===== src/rtl/uart_frame_pkg.sv =====
// Shared framing constants and state encodings for the framed UART link.
// START_BYTE/STOP_BYTE are also used by the receiver-side frame parser.
package uart_frame_pkg;

  localparam logic [7:0] START_BYTE = 8'h55;
  localparam logic [7:0] STOP_BYTE  = 8'hAA;

  typedef enum logic [1:0] {
    IDLE,
    START_CH,
    DATA_CH,
    STOP_CH
  } frame_state_t;

  typedef enum logic [1:0] {
    CH_IDLE,
    CH_START,
    CH_DATA,
    CH_STOP
  } char_state_t;

  function automatic logic is_reserved(input logic [7:0] b);
    return (b == START_BYTE) || (b == STOP_BYTE);
  endfunction

endpackage


===== src/rtl/uart_frame_tx_if.sv =====
// Payload handshake between core logic and the framed UART transmitter.
interface uart_frame_tx_if #(
  parameter int unsigned N_BYTES = 4
);
  logic [8*N_BYTES-1:0] payload;
  logic                 send;
  logic                 ready;
  logic                 busy;
  logic                 frame_done;
  logic                 reserved_hit;

  modport master (
    output payload, send,
    input  ready, busy, frame_done, reserved_hit
  );

  modport slave (
    input  payload, send,
    output ready, busy, frame_done, reserved_hit
  );
endinterface


===== src/rtl/uart_tx_byte.sv =====
// 8N1 character serialiser. Accepts a new byte on the last cycle of the
// previous stop bit so characters can be chained with no idle gap.
module uart_tx_byte
  import uart_frame_pkg::*;
#(
  parameter int unsigned CLKS_PER_BIT = 217
) (
  input  logic       clk,
  input  logic       rst,
  input  logic [7:0] data,
  input  logic       load,
  output logic       ready,
  output logic       done,
  output logic       tx
);

  if (CLKS_PER_BIT < 2) begin : g_bad_rate
    $error("uart_tx_byte: CLKS_PER_BIT must be >= 2");
  end

  localparam int unsigned DIV_W = $clog2(CLKS_PER_BIT);
  localparam logic [DIV_W-1:0] DIV_LAST = DIV_W'(CLKS_PER_BIT - 1);

  char_state_t      state, state_n;
  logic [DIV_W-1:0] div, div_n;
  logic [2:0]       bit_idx, bit_n;
  logic [7:0]       sh, sh_n;
  logic             tx_n;
  logic             bit_end;

  always_ff @(posedge clk or posedge rst) begin
    if (rst) begin
      state   <= CH_IDLE;
      div     <= '0;
      bit_idx <= '0;
      sh      <= '0;
      tx      <= 1'b1;
    end else begin
      state   <= state_n;
      div     <= div_n;
      bit_idx <= bit_n;
      sh      <= sh_n;
      tx      <= tx_n;
    end
  end

  assign bit_end = (div == DIV_LAST);
  assign ready   = (state == CH_IDLE) || ((state == CH_STOP) && bit_end);

  always_comb begin
    state_n = state;
    div_n   = div;
    bit_n   = bit_idx;
    sh_n    = sh;
    tx_n    = tx;
    done    = 1'b0;
    if (state != CH_IDLE) begin
      div_n = bit_end ? '0 : div + 1'b1;
    end
    case (state)
      CH_IDLE: begin
        if (load) begin
          state_n = CH_START;
          sh_n    = data;
          div_n   = '0;
          tx_n    = 1'b0;
        end
      end
      CH_START: begin
        if (bit_end) begin
          state_n = CH_DATA;
          bit_n   = '0;
          tx_n    = sh[0];
        end
      end
      CH_DATA: begin
        if (bit_end) begin
          if (bit_idx == 3'd7) begin
            state_n = CH_STOP;
            tx_n    = 1'b1;
          end else begin
            bit_n = bit_idx + 1'b1;
            sh_n  = sh >> 1;
            tx_n  = sh[1];
          end
        end
      end
      CH_STOP: begin
        if (bit_end) begin
          done = 1'b1;
          // Chained load: next start bit begins on the very next cycle.
          if (load) begin
            state_n = CH_START;
            sh_n    = data;
            tx_n    = 1'b0;
          end else begin
            state_n = CH_IDLE;
            tx_n    = 1'b1;
          end
        end
      end
      default: state_n = CH_IDLE;
    endcase
  end

endmodule


===== src/rtl/uart_frame_tx.sv =====
// Framed UART transmitter: START 0x55, N_BYTES payload bytes (LSB first),
// STOP 0xAA, each as a back-to-back 8N1 character.
module uart_frame_tx
  import uart_frame_pkg::*;
#(
  parameter int unsigned CLK_FREQ = 25000000,
  parameter int unsigned BAUD     = 115200,
  parameter int unsigned N_BYTES  = 4
) (
  input  logic                  clk,
  input  logic                  rst,
  uart_frame_tx_if.slave        bus,
  output logic                  tx
);

  localparam int unsigned CLKS_PER_BIT = CLK_FREQ / BAUD;
  localparam int unsigned IDX_W = $clog2(N_BYTES + 1);
  localparam logic [IDX_W-1:0] IDX_LAST = IDX_W'(N_BYTES - 1);

  frame_state_t                fstate, fstate_n;
  logic [IDX_W-1:0]            idx, idx_n, sel;
  logic [N_BYTES-1:0][7:0]     pay_q;
  logic [7:0]                  sel_byte;
  logic [7:0]                  ch_data;
  logic                        ch_load, ch_ready, ch_done;
  logic                        accept, res_any, hit_q, frame_done;

  assign accept = (fstate == IDLE) && bus.send;

  always_comb begin
    res_any = 1'b0;
    for (int unsigned i = 0; i < N_BYTES; i++) begin
      if (is_reserved(bus.payload[8*i +: 8])) res_any = 1'b1;
    end
  end

  always_ff @(posedge clk or posedge rst) begin
    if (rst) begin
      fstate <= IDLE;
      idx    <= '0;
      pay_q  <= '0;
      hit_q  <= 1'b0;
    end else begin
      fstate <= fstate_n;
      idx    <= idx_n;
      hit_q  <= accept && res_any;
      if (accept) pay_q <= bus.payload;
    end
  end

  // Byte to be queued behind the character currently finishing.
  assign sel = (fstate == START_CH) ? '0 : idx + 1'b1;

  always_comb begin
    sel_byte = '0;
    for (int unsigned i = 0; i < N_BYTES; i++) begin
      if (sel == IDX_W'(i)) sel_byte = pay_q[i];
    end
  end

  always_comb begin
    fstate_n   = fstate;
    idx_n      = idx;
    ch_load    = 1'b0;
    ch_data    = START_BYTE;
    frame_done = 1'b0;
    case (fstate)
      IDLE: begin
        // Load directly from IDLE so tx falls on the cycle after accept.
        if (bus.send) begin
          ch_load  = 1'b1;
          fstate_n = START_CH;
        end
      end
      START_CH: begin
        if (ch_done) begin
          ch_load  = 1'b1;
          ch_data  = sel_byte;
          idx_n    = '0;
          fstate_n = DATA_CH;
        end
      end
      DATA_CH: begin
        if (ch_done) begin
          ch_load = 1'b1;
          if (idx == IDX_LAST) begin
            ch_data  = STOP_BYTE;
            fstate_n = STOP_CH;
          end else begin
            ch_data = sel_byte;
            idx_n   = idx + 1'b1;
          end
        end
      end
      STOP_CH: begin
        if (ch_done) begin
          frame_done = 1'b1;
          fstate_n   = IDLE;
        end
      end
      default: fstate_n = IDLE;
    endcase
  end

  uart_tx_byte #(
    .CLKS_PER_BIT(CLKS_PER_BIT)
  ) u_ser (
    .clk  (clk),
    .rst  (rst),
    .data (ch_data),
    .load (ch_load),
    .ready(ch_ready),
    .done (ch_done),
    .tx   (tx)
  );

  assign bus.ready        = (fstate == IDLE);
  assign bus.busy         = (fstate != IDLE);
  assign bus.frame_done   = frame_done;
  assign bus.reserved_hit = hit_q;

endmodule


===== src/flat_wrapper.sv =====
// flat-port wrapper written by rule: the top's interface ports become plain ports
module uart_frame_tx_flat import uart_frame_pkg::*;
#(
  parameter int unsigned CLK_FREQ = 25000000,
  parameter int unsigned BAUD     = 115200,
  parameter int unsigned N_BYTES  = 4
)
  (clk, rst, tx, bus_payload, bus_send, bus_ready, bus_busy, bus_frame_done, bus_reserved_hit);
  uart_frame_tx_if #(.N_BYTES(N_BYTES)) bus_i ();
  input  logic clk;
  input  logic rst;
  output logic tx;
  input wire logic [$bits(bus_i.payload)-1:0] bus_payload;
  input wire logic [$bits(bus_i.send)-1:0] bus_send;
  output wire logic [$bits(bus_i.ready)-1:0] bus_ready;
  output wire logic [$bits(bus_i.busy)-1:0] bus_busy;
  output wire logic [$bits(bus_i.frame_done)-1:0] bus_frame_done;
  output wire logic [$bits(bus_i.reserved_hit)-1:0] bus_reserved_hit;
  assign bus_i.payload = bus_payload;
  assign bus_i.send = bus_send;
  assign bus_ready = bus_i.ready;
  assign bus_busy = bus_i.busy;
  assign bus_frame_done = bus_i.frame_done;
  assign bus_reserved_hit = bus_i.reserved_hit;
  uart_frame_tx #(.CLK_FREQ(CLK_FREQ), .BAUD(BAUD), .N_BYTES(N_BYTES)) u_core (.clk(clk), .rst(rst), .bus(bus_i), .tx(tx));
endmodule

===== config.mk =====
export PLATFORM = sky130hd
export DESIGN_NAME = uart_frame_tx_flat
export DESIGN_NICKNAME = d
export VERILOG_FILES = /design/src/rtl/uart_frame_pkg.sv /design/src/rtl/uart_frame_tx_if.sv /design/src/rtl/uart_tx_byte.sv /design/src/rtl/uart_frame_tx.sv /design/src/flat_wrapper.sv
export SDC_FILE = /design/constraint.sdc
export NUM_CORES = 1
export LEC_CHECK = 0
export CAP_MARGIN = 25
export CORE_MARGIN = 8
export CORE_UTILIZATION = 50
export DETAILED_ROUTE_END_ITERATION = 8
export PLACE_DENSITY = 0.75
export SLEW_MARGIN = 5
export SYNTH_ARGS = -nofsm -noshare
export SYNTH_HDL_FRONTEND = slang
export SYNTH_SLANG_ARGS = --single-unit

===== constraint.sdc =====
create_clock -name clk -period 2.55 [get_ports clk]
set_input_delay 0.51 -clock clk [delete_from_list [all_inputs] [get_ports clk]]
set_output_delay 0.51 -clock clk [all_outputs]
set_load 0.01 [all_outputs]

After elaboration in Yosys (flattened, before gate mapping)
Index checks and enable logic that the tools add are counted.
Cells by class
  reductions and logical operators: 21
  add/sub/neg operators: 3
  muxes and demuxes: 56
  equal/unequal tests: 32
Operator list (count)
  8-bit two-way mux: 15
  8-bit equality test (second input constant): 5
  8-bit by 7-bit equality test with 1-bit output (second input constant): 4
  8-bit case mux with 3 select lines: 1
  3-bit two-way mux: 7
  2-bit two-way mux: 10
  1-bit two-way mux: 16
  2-bit case mux with 4 select lines: 2
  8-bit case mux with 2 select lines: 1
  4-bit AND reduction: 4
  2-bit inequality test (second input constant): 7
  3-bit case mux with 2 select lines: 2
  2-bit by 1-bit inequality test with 1-bit output (second input constant): 5
  5-bit AND reduction: 2
  3-bit by 2-bit equality test with 1-bit output (second input constant): 3
  8-bit by 1-bit adder with 8-bit output (second input constant): 1
  2-bit equality test (second input constant): 4
  2-bit nonzero test: 4
  3-bit by 1-bit adder with 3-bit output (second input constant): 2
  2-bit by 1-bit equality test with 1-bit output (second input constant): 2
  2-bit logical NOT: 2
  1-bit logical OR: 4
  1-bit case mux with 4 select lines: 1
  3-bit by 1-bit equality test with 1-bit output (second input constant): 1
  6 further kinds: 7
Word-level totals
  flip-flop bits (word level): 60
  output and inout bits: 5
  word-level logic and storage cells: 124
  input port bits: 35

Longest topological paths before layout
  depth after elaboration: 13
  gate-level depth with buffers: 8
  depth with buffers taken out: 7

By module
A second synthesis with hierarchy kept.
Second synthesis, totals
  cell total of the unflattened synthesis: 334
  area total of the unflattened synthesis: 3528.4 um^2
Modules (own cells, without submodules)
  uart_frame_tx: cells an instance 201, times used 1, seq. area each 950.9 um^2, area each 2203.4 um^2
  uart_tx_byte: cells an instance 133, times used 1, seq. area each 551.8 um^2, area each 1325.0 um^2

Worst setup path after synthesis
OpenSTA, ideal clock, no wires.
  path type: register -> register
  from: register u_core.idx[0]
  to: register u_core.u_ser.sh[0]
  arrival time: 1.945 ns
  data required time: 2.484 ns
  cell stages (with the launch flop): 8
  path slack: 0.539 ns
  cell sequence: dfrtp_1 > ha_1 > ha_1 > clkbuf_1 > or4b_1 > a211oi_1 > o31a_1 > o32a_1
On the way
  word-level cells in the longest chain between the ends: 13
  elaborated cells between the ends (all ways): 18
  classes of those cells: add/sub: 1; eq/ne: 4; mux: 12; reduce/logical: 1
Ends and longest elaborated chain
  start, declared: RTL line uart_frame_tx.sv:21  | logic [IDX_W-1:0] idx, idx_n, sel;
  start signal, assigned: RTL line uart_frame_tx.sv:45  | idx <= idx_n;
  3-bit by 1-bit adder with 3-bit output: RTL line uart_frame_tx.sv:52  | assign sel = (fstate == START_CH) ? '0 : idx + 1'b1;
  3-bit two-way mux: RTL line uart_frame_tx.sv:52
  3-bit logical NOT: RTL line uart_frame_tx.sv:57  | if (sel == IDX_W'(i)) sel_byte = pay_q[i];
  8-bit two-way mux (4 in a row): RTL line uart_frame_tx.sv:57
  8-bit two-way mux: RTL line uart_frame_tx.sv:86  | if (idx == IDX_LAST) begin
  8-bit two-way mux: RTL line uart_frame_tx.sv:84  | if (ch_done) begin
  8-bit case mux with 2 select lines (*): RTL line uart_frame_tx.sv:67  | case (fstate)
  8-bit two-way mux (*): RTL line uart_tx_byte.sv:62, uart_tx_byte.sv:92
  8-bit two-way mux: RTL line uart_tx_byte.sv:89  | if (bit_end) begin
  8-bit case mux with 3 select lines (*): RTL line uart_tx_byte.sv:60  | case (state)
  end signal, assigned: RTL line uart_tx_byte.sv:42  | sh <= sh_n;
  end, declared: RTL line uart_tx_byte.sv:27  | logic [7:0] sh, sh_n;
Every way passes the cells marked *; elsewhere a longest branch is shown, timed or not. The select of a mux whose other input is x is not followed.
A chain may end at the register's enable or synchronous reset.

Worst setup path in the final report
  from: register u_core.u_ser.div[1]
  to: output bus_frame_done
On the way
  word-level cells in the longest chain between the ends: 5
Ends and longest elaborated chain
  start, declared: RTL line uart_tx_byte.sv:25  | logic [DIV_W-1:0] div, div_n;
  start signal, assigned: RTL line uart_tx_byte.sv:40  | div <= div_n;
  8-bit equality test: RTL line uart_tx_byte.sv:47  | assign bit_end = (div == DIV_LAST);
  1-bit two-way mux: RTL line uart_tx_byte.sv:89
  1-bit two-way mux: RTL line uart_tx_byte.sv:60
  1-bit two-way mux: RTL line uart_frame_tx.sv:96  | if (ch_done) begin
  1-bit two-way mux: RTL line uart_frame_tx.sv:67
  end, declared: RTL line flat_wrapper.sv:17  | output wire logic [$bits(bus_i.frame_done)-1:0] bus_frame_done;
Every way passes these cells.

==> summary by stage <==
Status
The run finished with clean final reports.

Global route
The via count of the first global-routing pass is 2966. The overall routing resource usage is 0.182. For this run the aggregate overflow at the end of global routing stands at 0.

The number of antenna violations at the first check in global routing was 0. Entering global routing, the biggest net connects 23 pins. The wire length of the first global-routing pass is 14.5 mm.

Layout
The layout cell share with drive strength beyond 1 is 0.191. The area growth from synthesis to layout is 20.0%. The number of fill cells is 590.

Once layout is complete, the cells apart from fillers number 494. The number of nets in the final layout is 442. The number of antenna diodes in the final layout is 0.

Clocking
The clock transition at the register clock pins on the worst setup and hold paths after CTS is 0.06 ns. At the later pin of the worst-skew pair, clock insertion delay measures 0.34 ns. The count of clock tree sinks is 60. The clock passes through at most 2 buffers.

The number of CTS-inserted buffers is 9. The TritonCTS clock tree is yes. CTS placed an instance of sky130_fd_sc_hd__clkbuf_8 at the clock tree root. The count of H-tree levels built during CTS is 3.

Timing
Setup violations remaining at the end of the flow were counted as 0. Adding up every negative setup slack in the final design gives 0 ns. Once routing completed, OpenROAD measured the worst setup slack at 0.107 ns. The minimum clock period is 2.44 ns. Derived from the worst setup path, the maximum achievable clock frequency is 409 MHz. The max-slew violation total from the final report is 0.

The worst-margin pin slew is 0.576 ns. The count of final hold-check violations is 0. Dividing the final minimum period by the clock period gives 0.958. Setup repair after global routing left no endpoint under its margin. In this run the tightest slew margin relative to its limit is 0.611. The worst clock skew is 0.00501 ns.

Synth
The post-synthesis area per instance is 10.3 um2. The synthesized design spends more area on one cell type than any other, namely sky130_fd_sc_hd__dfrtp_1. The dominant cell by count in the synthesized netlist is sky130_fd_sc_hd__dfrtp_1. The dominant register cell in the synthesized netlist is sky130_fd_sc_hd__dfrtp_1.

The count of distinct cell types in the synthesized netlist is 60. The number of nets handed over by synthesis was 395. The synthesized instance count is 346.

The area share of the largest cell type after synthesis is 0.415. The synthesized netlist occupies a cell area of 0.00356 mm2. After synthesis, the share of flip-flops with an asynchronous set or reset is 1.00.

Counting flops with a built-in enable in the synthesized netlist gives 0. Ranked by total cell area, the synthesized netlist is headed by sky130_fd_sc_hd__dfrtp_1 42%, sky130_fd_sc_hd__mux2_2 10%, sky130_fd_sc_hd__ha_1 4.9%. Of the synthesized area, sequential elements account for 0.423. The count of state elements after synthesis is 60. Yosys printed 0 warnings. After synthesis, the most frequently instantiated cells are 59 x sky130_fd_sc_hd__dfrtp_1, 36 x sky130_fd_sc_hd__nand2_1, 33 x sky130_fd_sc_hd__mux2_2.

Setup path
In this design, the stage delay of the slowest critical-path cell is 0.53 ns. The type of element capturing the critical path is an output port. STA classifies the critical path startpoint as a register. The endpoint arrival time on the critical path is 1.93 ns. The slowest stage of the critical path belongs to the cell sky130_fd_sc_hd__clkdlybuf4s50_1. The highest fanout seen on the critical path is 5. The critical path is of the reg2out type. The register-to-register path setup slack is 0.35 ns. The critical path goes through inv_1, ha_2, nand4b_4, nor2_4, and2_1, clkdlybuf4s50_1. The data required time at the worst endpoint is 2.04 ns.

The path depth of the worst reg2reg path is 8.

Drt
The post-detailed-route count of antenna-violating nets is 0. The detailed-routing wirelength on met1 is 3.80 mm. Summed over all nets, wire length on met2 after detailed routing comes to 4.14 mm. The detail-routed net length per standard cell is 17.3 um.

The number of vias after detailed routing is 2902. The starting DRC count in detailed routing is 139. The first-pass detailed-route iteration total is 5. The wire length on met3 is 400 um. The routed design has 8.56 mm of wire.

The vias per cell is 5.87. The post-detailed-route DRC marker count is 0. Routed signal wires occupy layers up through met4.

Run
The tool flagged a number of max-cap violations equal to 0.

Placement
Buffers placed on the I/O ports in this run total 39. Detailed placement ended at an HPWL of 6.38 mm. The worst slack at placement is 0.367 ns. Routability-driven placement finished with a final weighted congestion of 0.879.

The number of placed instances, taps included is 476.

Die
The die covers 0.0101 mm2. The starting utilization of the core area is 0.521. The top-level port count is 40. The vertical extent of the die is 100 um. The width of the die is 100 um.

The initialized floorplan defines 30 standard-cell rows. The core region area is 0.00683 mm2.

Worst hold path
The number of cells on the worst hold path is 2. The class of the tightest hold or removal check is reg2reg.

Power and ir drop
For this design the static power due to leakage is 1.78 nW. The maximum ir drop on the vdd rail is 0.482 mV. For this design the ratio of total power to cell area is 984 mW/mm2.
[flip-flops by register name (all words and copies together) (netlist names)]
| signal | flops |
|---|---|
| u_core.pay_q | 32 |
| u_core.u_ser.div | 8 |
| u_core.u_ser.sh | 8 |
| u_core.idx | 3 |
| u_core.u_ser.bit_idx | 3 |
| u_core.fstate | 2 |
| u_core.u_ser.state | 2 |
| u_core.bus.reserved_hit | 1 |
| u_core.u_ser.tx | 1 |
[stage by stage]
step | hold slack [ns] | total power [mW] | utilization | instance area, um2
2_1_floorplan | 0.464 | 2.89 | - | 3560
3_3_place_gp | 0.471 | 3.31 | 0.595 | 4070
3_5_place_dp | 0.480 | 3.38 | 0.595 | 4070
4_1_cts | 0.490 | 4.16 | 0.621 | 4240
5_1_grt | 0.508 | 4.49 | 0.625 | 4270
6_report | 0.483 | 4.20 | 0.625 | 4270
[worst max-delay path, delay by kind of cell, from the launching register on]
kind,cells,cell delay [ns]
adders and majority gates,1,0.20
DFF,1,0.42
and+or+nand+nor,3,0.38
buffers and inverters,2,0.60
[power by group]
group / leakage, nW / internal (mW) / switching [mW] / total (mW)
logic: 0.953 / 0.882 / 0.939 / 1.82
registers: 0.740 / 1.32 / 0.287 / 1.61
clock network: 0.0905 / 0.404 / 0.365 / 0.768
[worst paths after layout]
kind                                           end           startpoint
worst max-delay path                bus_frame_done  u_core.u_ser.div[1]
worst min-delay path               u_core.u_ser.tx      u_core.u_ser.tx
worst max register to register  u_core.u_ser.sh[7]     u_core.fstate[1]
worst min register to register     u_core.u_ser.tx      u_core.u_ser.tx
max in group asynchronous         u_core.pay_q[21]                  rst
min in group asynchronous            u_core.idx[2]                  rst
[area by class of cell]
| type | instances | area (um2) | share of cell area |
|---|---|---|---|
| Clock buffer | 14 | 163 | 0.0381 |
| Clock inverter | 2 | 10.0 | 0.00235 |
| Inverter | 14 | 52.6 | 0.0123 |
| Multi-Input combinational cell | 258 | 1950 | 0.456 |
| Sequential cell | 60 | 1500 | 0.352 |
| Tap cell | 96 | 120 | 0.0281 |
| Timing Repair Buffer | 50 | 473 | 0.111 |
[per-layer routing]
metal | vias to the layer above | track usage
met4 | 0 | 0.0791
met5 | - | 0
met3 | 17 | 0.0519
met1 | 1426 | 0.225
li1 | 1378 | -
met2 | 81 | 0.288
[what timing repair did]
action	4_1_cts	5_1_grt
endpoints found under the setup margin	0	1
hold buffers	0	0
buffers inserted	0	2
resized for setup	0	3
[cells by family (layout without fill, tap and decap cells)]
kind of cell | Yosys count | after routing | share of synthesized area
XOR/XNOR | 2 | 2 | 0.00493
buffers and inverters | 28 | 80 | 0.0338
flip-flops | 60 | 60 | 0.423
adder cells (fa/ha/maj) | 14 | 14 | 0.0493
AO/OA/AOI/OAI | 82 | 82 | 0.165
AND/OR/NAND/NOR | 119 | 119 | 0.197
multiplexers | 41 | 41 | 0.127
[placed cells by master, fill, tap and decap left out, types with 3 or more instances in the layout]
master,count
sky130_fd_sc_hd__o21ai_1,6
sky130_fd_sc_hd__clkbuf_8,11
sky130_fd_sc_hd__dfrtp_1,59
sky130_fd_sc_hd__clkdlybuf4s50_1,39
sky130_fd_sc_hd__o211ai_1,4
sky130_fd_sc_hd__nand3_1,9
sky130_fd_sc_hd__a21oi_1,11
sky130_fd_sc_hd__nor3_1,5
sky130_fd_sc_hd__nand2b_1,6
sky130_fd_sc_hd__o21ai_0,20
sky130_fd_sc_hd__a221oi_1,3
sky130_fd_sc_hd__buf_4,11
sky130_fd_sc_hd__nor2b_1,5
sky130_fd_sc_hd__a32oi_1,3
sky130_fd_sc_hd__a31oi_1,6
sky130_fd_sc_hd__ha_1,12
sky130_fd_sc_hd__nor4bb_1,16
sky130_fd_sc_hd__nand2_1,36
sky130_fd_sc_hd__clkbuf_1,3
sky130_fd_sc_hd__mux2_2,33
sky130_fd_sc_hd__a22o_1,5
sky130_fd_sc_hd__inv_1,12
sky130_fd_sc_hd__nor2_1,23
sky130_fd_sc_hd__a221o_1,4
sky130_fd_sc_hd__a21bo_2,3
sky130_fd_sc_hd__mux2i_1,7
Power figures use the tool's default switching activity.
